$ cat src/rtl/i2s_sample_rx.sv
// i2s_sample_rx: I2S slave receiver. Brings SCK/WS/SD into the clk domain,
// deserializes each channel word MSB-first and presents it left-justified on
// sample with a one-cycle sample_valid pulse. Short words raise frame_err.
// Build option: define STEREO_EN to deliver both channels; otherwise only
// left-channel words are delivered (mono).
module i2s_sample_rx #(
   parameter int DATA_WIDTH = 16,
   parameter int SLOT_MAX   = 32
) (
   input  logic                  clk,
   input  logic                  reset,
   input  logic                  i2s_sck,
   input  logic                  i2s_ws,
   input  logic                  i2s_sd,
   output logic [DATA_WIDTH-1:0] sample,
   output logic                  sample_valid,
   output logic                  sample_right,
   output logic                  frame_err
);

   localparam int CW    = $clog2(SLOT_MAX + 1);
   localparam int CNT_W = CW + 1;
   localparam logic [CNT_W-1:0] DW_C   = CNT_W'(DATA_WIDTH);
   localparam logic [CW-1:0]    SLOT_C = CW'(SLOT_MAX);

   typedef enum logic {ALIGN, RUN} state_t;

   state_t                state, state_nxt;
   logic                  sck_s1, sck_s2, sck_s3;
   logic                  ws_s1, ws_s2;
   logic                  sd_s1, sd_s2;
   logic                  ws_prev;
   logic [CW-1:0]         bit_cnt;
   logic [DATA_WIDTH-1:0] shift;

   logic                  rise;
   logic                  ws_chg;
   logic                  word_done;
   logic                  deliver;
   logic [DATA_WIDTH-1:0] shift_in;
   logic [CNT_W-1:0]      cnt_ext;
   logic [CNT_W-1:0]      n_raw;
   logic [CNT_W-1:0]      n_bits;
   logic [DATA_WIDTH-1:0] word_out;
   logic [CW-1:0]         cnt_inc;

   // Two-flop synchronizers on all pins plus a third SCK flop for edge detect.
   always_ff @(posedge clk or posedge reset) begin
      if (reset) begin
         sck_s1 <= 1'b0; sck_s2 <= 1'b0; sck_s3 <= 1'b0;
         ws_s1  <= 1'b0; ws_s2  <= 1'b0;
         sd_s1  <= 1'b0; sd_s2  <= 1'b0;
      end else begin
         // NOTE: non-blocking so every flop samples the pre-edge value of its
         // predecessor; blocking here would collapse the synchronizer chain.
         sck_s1 <= i2s_sck; sck_s2 <= sck_s1; sck_s3 <= sck_s2;
         ws_s1  <= i2s_ws;  ws_s2  <= ws_s1;
         sd_s1  <= i2s_sd;  sd_s2  <= sd_s1;
      end
   end

   assign rise   = sck_s2 & ~sck_s3;
   assign ws_chg = ws_s2 != ws_prev;

   // FSM state register.
   always_ff @(posedge clk or posedge reset) begin
      if (reset) state <= ALIGN;
      else       state <= state_nxt;
   end

   // Next state and word-completion decode: a WS change on an SCK rise ends a word.
   always_comb begin
      // NOTE: every output gets a default first so no path leaves a latch.
      state_nxt = state;
      word_done = 1'b0;
      deliver   = 1'b0;
      if (rise && ws_chg) begin
         state_nxt = RUN;
         if (state == RUN) begin
            word_done = 1'b1;
`ifdef STEREO_EN
            deliver = 1'b1;
`else
            deliver = ~ws_prev;
`endif
         end
      end
   end

   // Word assembly: append the current bit while room remains, then left-justify.
   always_comb begin
      cnt_ext  = {1'b0, bit_cnt};
      shift_in = (cnt_ext < DW_C) ? {shift[DATA_WIDTH-2:0], sd_s2} : shift;
      n_raw    = cnt_ext + CNT_W'(1);
      n_bits   = (n_raw > DW_C) ? DW_C : n_raw;
      word_out = shift_in << (DW_C - n_bits);
      cnt_inc  = (bit_cnt == SLOT_C) ? bit_cnt : bit_cnt + CW'(1);
   end

   // Shift register, bit counter, WS history and output registers.
   always_ff @(posedge clk or posedge reset) begin
      if (reset) begin
         ws_prev      <= 1'b0;
         bit_cnt      <= '0;
         shift        <= '0;
         sample       <= '0;
         sample_right <= 1'b0;
         sample_valid <= 1'b0;
         frame_err    <= 1'b0;
      end else begin
         sample_valid <= 1'b0;
         frame_err    <= 1'b0;
         if (rise) begin
            ws_prev <= ws_s2;
            if (ws_chg) begin
               // Either alignment or end of word: start a fresh word.
               bit_cnt <= '0;
               shift   <= '0;
               if (word_done) begin
                  frame_err <= n_bits < DW_C;
                  if (deliver) begin
                     sample       <= word_out;
                     sample_right <= ws_prev;
                     sample_valid <= 1'b1;
                  end
               end
            end else if (state == RUN) begin
               shift   <= shift_in;
               bit_cnt <= cnt_inc;
            end
         end
      end
   end

endmodule

$ cat config.mk
export PLATFORM = sky130hd
export DESIGN_NAME = i2s_sample_rx
export DESIGN_NICKNAME = d
export VERILOG_FILES = /design/src/rtl/i2s_sample_rx.sv
export SDC_FILE = /design/constraint.sdc
export NUM_CORES = 1
export LEC_CHECK = 0
export ABC_AREA = 0
export BUFFER_PORTS_ARGS = -buffer_cell sky130_fd_sc_hd__buf_2
export CAP_MARGIN = 40
export CORE_MARGIN = 1
export CORE_UTILIZATION = 49
export DETAILED_ROUTE_END_ITERATION = 8
export PLACE_DENSITY = 0.73
export SKIP_CTS_REPAIR_TIMING = 1
export SLEW_MARGIN = 10
export SYNTH_ARGS = -nofsm -noshare
export SYNTH_HDL_FRONTEND = slang
export SYNTH_SLANG_ARGS = --single-unit
export TNS_END_PERCENT = 20
$ cat constraint.sdc
create_clock -name clk -period 3.9 [get_ports clk]
set_input_delay 0 -clock clk [delete_from_list [all_inputs] [get_ports clk]]
set_output_delay 0 -clock clk [all_outputs]
set_load 0.03 [all_outputs]
==> impl_metrics.py, run 1 <==
metrics = {
    "worst_setup_path": {
        "worstPathMaxFanout": 11,
        "startpoint_type": "register",
        "path_class": "reg2reg",
        "cp.arrival_ps": 3860,
        "worstPathCellList": "ha_1, nand2_1, o21a_1, or4_1, ha_1, or3_1, o21ai_0, a22oi_2, a2111oi_4, a22oi_1, o211ai_1",
        "slowest_stage": "dfrtp_1",
        "cp_data_required_time_ps": 4130,
        "slowest_delay_ps": 560,
        "end_kind": "register",
        "crit_buf_inv": 0,
        "cpMostUsedCell": "ha_1",
        "critPathTopFamily": "compound AO/OA/AOI/OAI gates",
    },
    "drt": {
        "drtPass1Iterations": 4,
        "viasPerCell": 6.35,
        "num_vias": 2539,
        "postRouteAntennaNets": 0,
        "wirelength_um": 6750,
        "initialDrtViolationCount": 242,
        "drt-wirelength-per-cell_um": 16.9,
        "route.detailed.drc": 0,
    },
    "layout": {
        "area_growth_pct": 10.0,
        "reg_top3": "sample: 16 flops, shift: 16 flops, bit_cnt: 6 flops",
        "nNetsFinal": 332,
        "drive_gt1_frac": 0.200,
        "antenna_cells": 0,
        "nFillCells": 526,
    },
    "sta": {
        "tightestPinTransition_ps": 547,
        "hold_violations": 0,
        "rsz0062_at_grt": "no",
        "final_max_slew_viol_count": 0,
        "final-setup-viol-count": 0,
        "final.min_clock_period_ps": 3640,
        "slew_headroom": 0.635,
        "fmax_mhz": 275,
        "finClkSkew_ps": 12.5,
        "fin_tns_setup_ps": 0,
        "fin_crit_sh": 0.932,
    },
    "worst_hold_path": {
        "hold_class": "in2async",
    },
    "clock_network": {
        "worstSkewPairLatency_ps": 310,
        "cts-root-buf": "clkbuf_8",
        "tritoncts": "built",
        "path_clk_slew_ps": 100,
        "clockBufferDepth": 2,
        "cts_buffers": 5,
        "h-tree-depth": 2,
        "clock-sinks": 50,
    },
    "pwr": {
        "power_frac_clock": 0.188,
        "power_uw": 1740,
        "switching_share": 0.412,
        "pwr-share-comb": 0.454,
        "vdd_drop_max_mv": 0.242,
        "p_seq_frac": 0.358,
        "powerDensity_nw_per_um2": 518,
        "internal-power_uw": 1020,
        "power.switching_uw": 717,
        "leakage_uw": 0.00153,
    },
    "floorplanning": {
        "io_pins": 24,
        "core-area_um2": 5960,
        "die-height_um": 81.0,
        "dieWidth_um": 81.0,
        "rows": 28,
        "die-area_um2": 6560,
        "start_util": 0.513,
    },
    "place": {
        "gp_congestion": 0.873,
        "port_buffers": 23,
        "hpwl_um": 4880,
    },
    "synthesis": {
        "synth_area_leaders": "dfrtp_1, a22o_1, mux2i_1",
        "syn-instance-count": 304,
        "ys.flop_type": "dfrtp_1",
        "synth-seq-cells": 50,
        "synth-warning-count": 0,
        "netlist_area_um2": 3060,
        "yosys-top-cells-count": "dfrtp_1, a22o_1, nand2_1",
        "synth.most_common_cell": "dfrtp_1",
        "synth-edff-count": 0,
        "synth_top_area_share": 0.409,
        "synth_fp_nets": 312,
        "synth_area_per_cell_um2": 10.1,
        "yosysSeqAreaShare": 0.409,
        "synth.largest_area_cell": "dfrtp_1",
        "yosysUniqueCellTypes": 69,
        "async_flop_share": 1.00,
    },
    "grt": {
        "grt-ovfl-total": 0,
        "grt_pass1_wl_um": 11300,
        "grt_pass1_vias": 2214,
        "grt_max_degree": 40,
        "grt_use_total": 0.225,
        "antenna_found_initial": 0,
    },
    "job": {
        "maxCapViolations": 0,
    },
    "outcome": {
        "status": "completed",
    },
}
[final cells by class]
type / instances / area [um2] / share of cell area
Inverter: 10 / 37.5 / 0.0112
Tap cell: 75 / 93.8 / 0.0279
Timing Repair Buffer: 38 / 250 / 0.0744
Clock inverter: 2 / 16.3 / 0.00484
Sequential cell: 50 / 1250 / 0.372
Multi-Input combinational cell: 219 / 1630 / 0.485
Clock buffer: 6 / 82.6 / 0.0246
[worst min-delay path, stage by stage]
cell and delay, ps:
dlygate4sd3_1 530, buf_2 120, inv_2 220
[cell families (layout without fill, tap and decap cells)]
family | Yosys count | after routing | synth area share
AO/OA/AOI/OAI | 107 | 107 | 0.280
XOR/XNOR | 5 | 5 | 0.0168
adder cells (fa/ha/maj) | 3 | 3 | 0.0123
buffers and inverters | 35 | 56 | 0.0593
flip-flops | 50 | 50 | 0.409
multiplexers | 18 | 18 | 0.0651
AND/OR/NAND/NOR | 86 | 86 | 0.157
[final timing paths]
kind                       depth (start not counted)    endpoint  startpoint  slack, ps
setup / recovery                                  11  sample[11]  bit_cnt[1]        260
hold / removal                                     3  bit_cnt[3]       reset        160
setup reg to reg                                  11  sample[11]  bit_cnt[1]        260
hold reg to reg                                    0      sck_s2      sck_s1        360
max in group asynchronous                          4   shift[13]       reset       3240
min in group clk                                   2      sck_s1     i2s_sck        340
[routing by layer]
layer	global-route usage	vias to the layer above	wire, um	part of all wire
met5	0	-	0	0
met4	0.0536	0	78	0.012
met3	0.0360	8	345	0.051
met2	0.341	75	3140	0.47
met1	0.334	1250	3190	0.47
li1	-	1206	-	-
[cells in the final DEF (no fill, tap or decap), types with 8 or more instances in the layout]
| cell type | synthesis | layout |
|---|---|---|
| buf_4 | 2 | 10 |
| nor2_1 | 16 | 16 |
| nor3b_1 | 8 | 8 |
| dfrtp_1 | 50 | 49 |
| mux2i_1 | 12 | 12 |
| a22o_1 | 23 | 23 |
| nand2_1 | 23 | 23 |
| o21ai_0 | 18 | 18 |
| buf_2 | 9 | 23 |
| inv_1 | 9 | 8 |
| a21oi_1 | 10 | 10 |
[through the flow]
| stage | cells | util | setup slack (ps) | cell area, um2 | hold slack, ps |
|---|---|---|---|---|---|
| global route | 400 | 0.565 | 9.21 | 3360 | 179 |
| global placement | 387 | 0.538 | 433 | 3200 | 109 |
| floorplan | 304 | - | 919 | 3060 | 31.4 |
| CTS | 396 | 0.558 | 227 | 3320 | -380 |
| finish | 400 | 0.565 | 264 | 3360 | 165 |
| detailed placement | 388 | 0.541 | 275 | 3220 | -38.1 |
[power groups by stage]
stage	combinational, uW	clock, uW	sequential (uW)
2_1_floorplan	574	0	684
3_3_place_gp	776	0	630
3_5_place_dp	782	0	634
4_1_cts	785	340	623
5_1_grt	864	362	634
6_report	791	327	624
Note: power is estimated with default switching activity, not from simulation.
==> run 2: changes to the inputs <==
- CORE_UTILIZATION: 49 -> 44
- GPL_TIMING_DRIVEN: default -> 0
- PLACE_DENSITY: 0.73 -> 0.68
==> run 2 against run 1 <==
Net effect:
- first-iteration DRC count increased by 8.3%
- clock-buffer cell count decreased by 1
- wire length increased by 3.0%
- via count increased by 1.2%
- critical path depth increased by 1
- maximum frequency increased by 5.1%
- core utilization decreased by 5.8 points
- largest cell class unchanged
- non-clock buffer count increased by 16
- sequential cell count unchanged
- sequential power decreased by 3%
- register-to-register slack improved by 180 ps
==> impl_metrics.py, run 2 (same netlist as run 1, synthesis figures left out) <==
metrics = {
    "drt": {
        "dr_wl_met3_um": 312,
        "viasPerCell": 6.12,
        "drt-met1-wl_um": 3280,
        "wirelength_um": 6950,
        "drt-wirelength-per-cell_um": 16.6,
        "initialDrtViolationCount": 262,
        "drtPass1Iterations": 5,
        "postRouteAntennaNets": 0,
        "num_vias": 2570,
        "wl_met2_um": 3270,
        "top_layer": "met4",
        "route.detailed.drc": 0,
    },
    "worst_setup_path": {
        "cp.arrival_ps": 3690,
        "path_class": "reg2reg",
        "cp_data_required_time_ps": 4130,
        "end_kind": "register",
        "worstPathMaxFanout": 10,
        "startpoint_type": "register",
        "slowest_stage": "a2111oi_4",
        "worstPathCellList": "ha_1, nand2_1, o21a_1, or4_1, ha_1, buf_2, or3_1, o21ai_0, a22oi_2, a2111oi_4, a22oi_1, o211ai_1",
        "slowest_delay_ps": 560,
        "cpMostUsedCell": "ha_1",
    },
    "clock_network": {
        "clockBufferDepth": 2,
        "cts-root-buf": "clkbuf_8",
        "h-tree-depth": 2,
        "tritoncts": "built",
        "clock-sinks": 50,
        "cts_buffers": 5,
        "path_clk_slew_ps": 90,
        "worstSkewPairLatency_ps": 300,
    },
    "layout": {
        "nNetsFinal": 348,
        "nFillCells": 631,
        "drive_gt1_frac": 0.203,
        "final_cell_mix": "dfrtp_1, buf_2, nand2_1, a22o_1, o21ai_0",
        "fin_cells": 420,
        "area_growth_pct": 12.0,
        "reg_top3": "sample: 16 flops, shift: 16 flops, bit_cnt: 6 flops",
        "mostFrequentLayoutCell": "dfrtp_1",
        "antenna_cells": 0,
    },
    "floorplanning": {
        "io_pins": 24,
        "rows": 30,
        "die-area_um2": 7280,
        "die-height_um": 85.4,
        "dieWidth_um": 85.4,
        "start_util": 0.452,
        "core-area_um2": 6760,
    },
    "sta": {
        "final-setup-viol-count": 0,
        "hold_violations": 0,
        "tightestPinTransition_ps": 608,
        "final_max_slew_viol_count": 0,
        "fin_crit_sh": 0.887,
        "fin_tns_setup_ps": 0,
        "fmax_mhz": 289,
        "final.min_clock_period_ps": 3460,
        "rsz0062_at_grt": "no",
        "finClkSkew_ps": 6.90,
        "slew_headroom": 0.594,
    },
    "pwr": {
        "powerDensity_nw_per_um2": 505,
        "vdd_drop_max_mv": 0.197,
        "leakage_uw": 0.00157,
    },
    "grt": {
        "grt-ovfl-total": 0,
        "antenna_found_initial": 0,
        "grt_use_total": 0.209,
        "grt_pass1_vias": 2398,
        "grt_pass1_wl_um": 12100,
        "grt_max_degree": 40,
    },
    "place": {
        "dp.cells": 409,
        "gp_congestion": 0.912,
        "port_buffers": 23,
        "hpwl_um": 5110,
    },
    "outcome": {
        "status": "completed",
    },
    "job": {
        "maxCapViolations": 0,
    },
    "worst_hold_path": {
        "hold_class": "in2async",
    },
}
## run 2: cell count changes in the layout (fill, tap and decap cells not counted), moves of 4 or more
cell | previous run | this run
clkbuf_1 | 0 | 9
buf_4 | 10 | 2
buf_2 | 23 | 32
buf_6 | 0 | 4
## run 2: metal layers
layer,GRT usage,up-vias
met5,0,-
met4,0.0500,0
met3,0.0428,10
met2,0.331,74
met1,0.295,1254
li1,-,1232
## run 2: per-stage QoR
stage	instance area, um2	worst slack, ps	util	hold WS [ps]	power [uW]
final	3420	441	0.507	182	1730
after global routing	3420	130	0.507	209	1850
after CTS	3380	438	0.501	-372	1730
after detailed placement	3300	461	0.489	-41.3	1440
after global placement	3270	455	0.484	107	1420
after floorplan	3060	919	-	31.4	1260
## run 2: worst max-delay path: cells and delay by family, from the launching register on
family | cells | cell delay (ps)
buffers and inverters | 1 | 180
AOI/OAI and AO/OA | 6 | 1320
DFF | 1 | 430
and+or+nand+nor | 3 | 990
adders and majority gates | 2 | 480
## run 2: report_power, final
part	internal, uW	leakage, uW	switching, uW
clock network	124	0.0000444	169
logic	315	0.000857	514
registers	571	0.000668	34.5
## run 2: area by class of cell
class | count | area [um2] | area share
Sequential cell | 50 | 1250 | 0.365
Clock inverter | 2 | 13.8 | 0.00402
Clock buffer | 5 | 68.8 | 0.0201
Timing Repair Buffer | 29 | 185 | 0.0541
Multi-Input combinational cell | 219 | 1620 | 0.474
Inverter | 10 | 37.5 | 0.0110
Buffer | 25 | 144 | 0.0420
Tap cell | 80 | 100 | 0.0292
## run 2: final timing paths
path | from | to | slack (ps) | cells after the start
setup / recovery | bit_cnt[0] | sample[11] | 440 | 12
hold / removal | reset | bit_cnt[3] | 180 | 3
setup reg to reg | bit_cnt[0] | sample[11] | 440 | 12
hold reg to reg | ws_s1 | ws_s2 | 360 | 0
max in group asynchronous | reset | sample[2] | 3240 | 4
min in group clk | i2s_ws | ws_s1 | 340 | 2
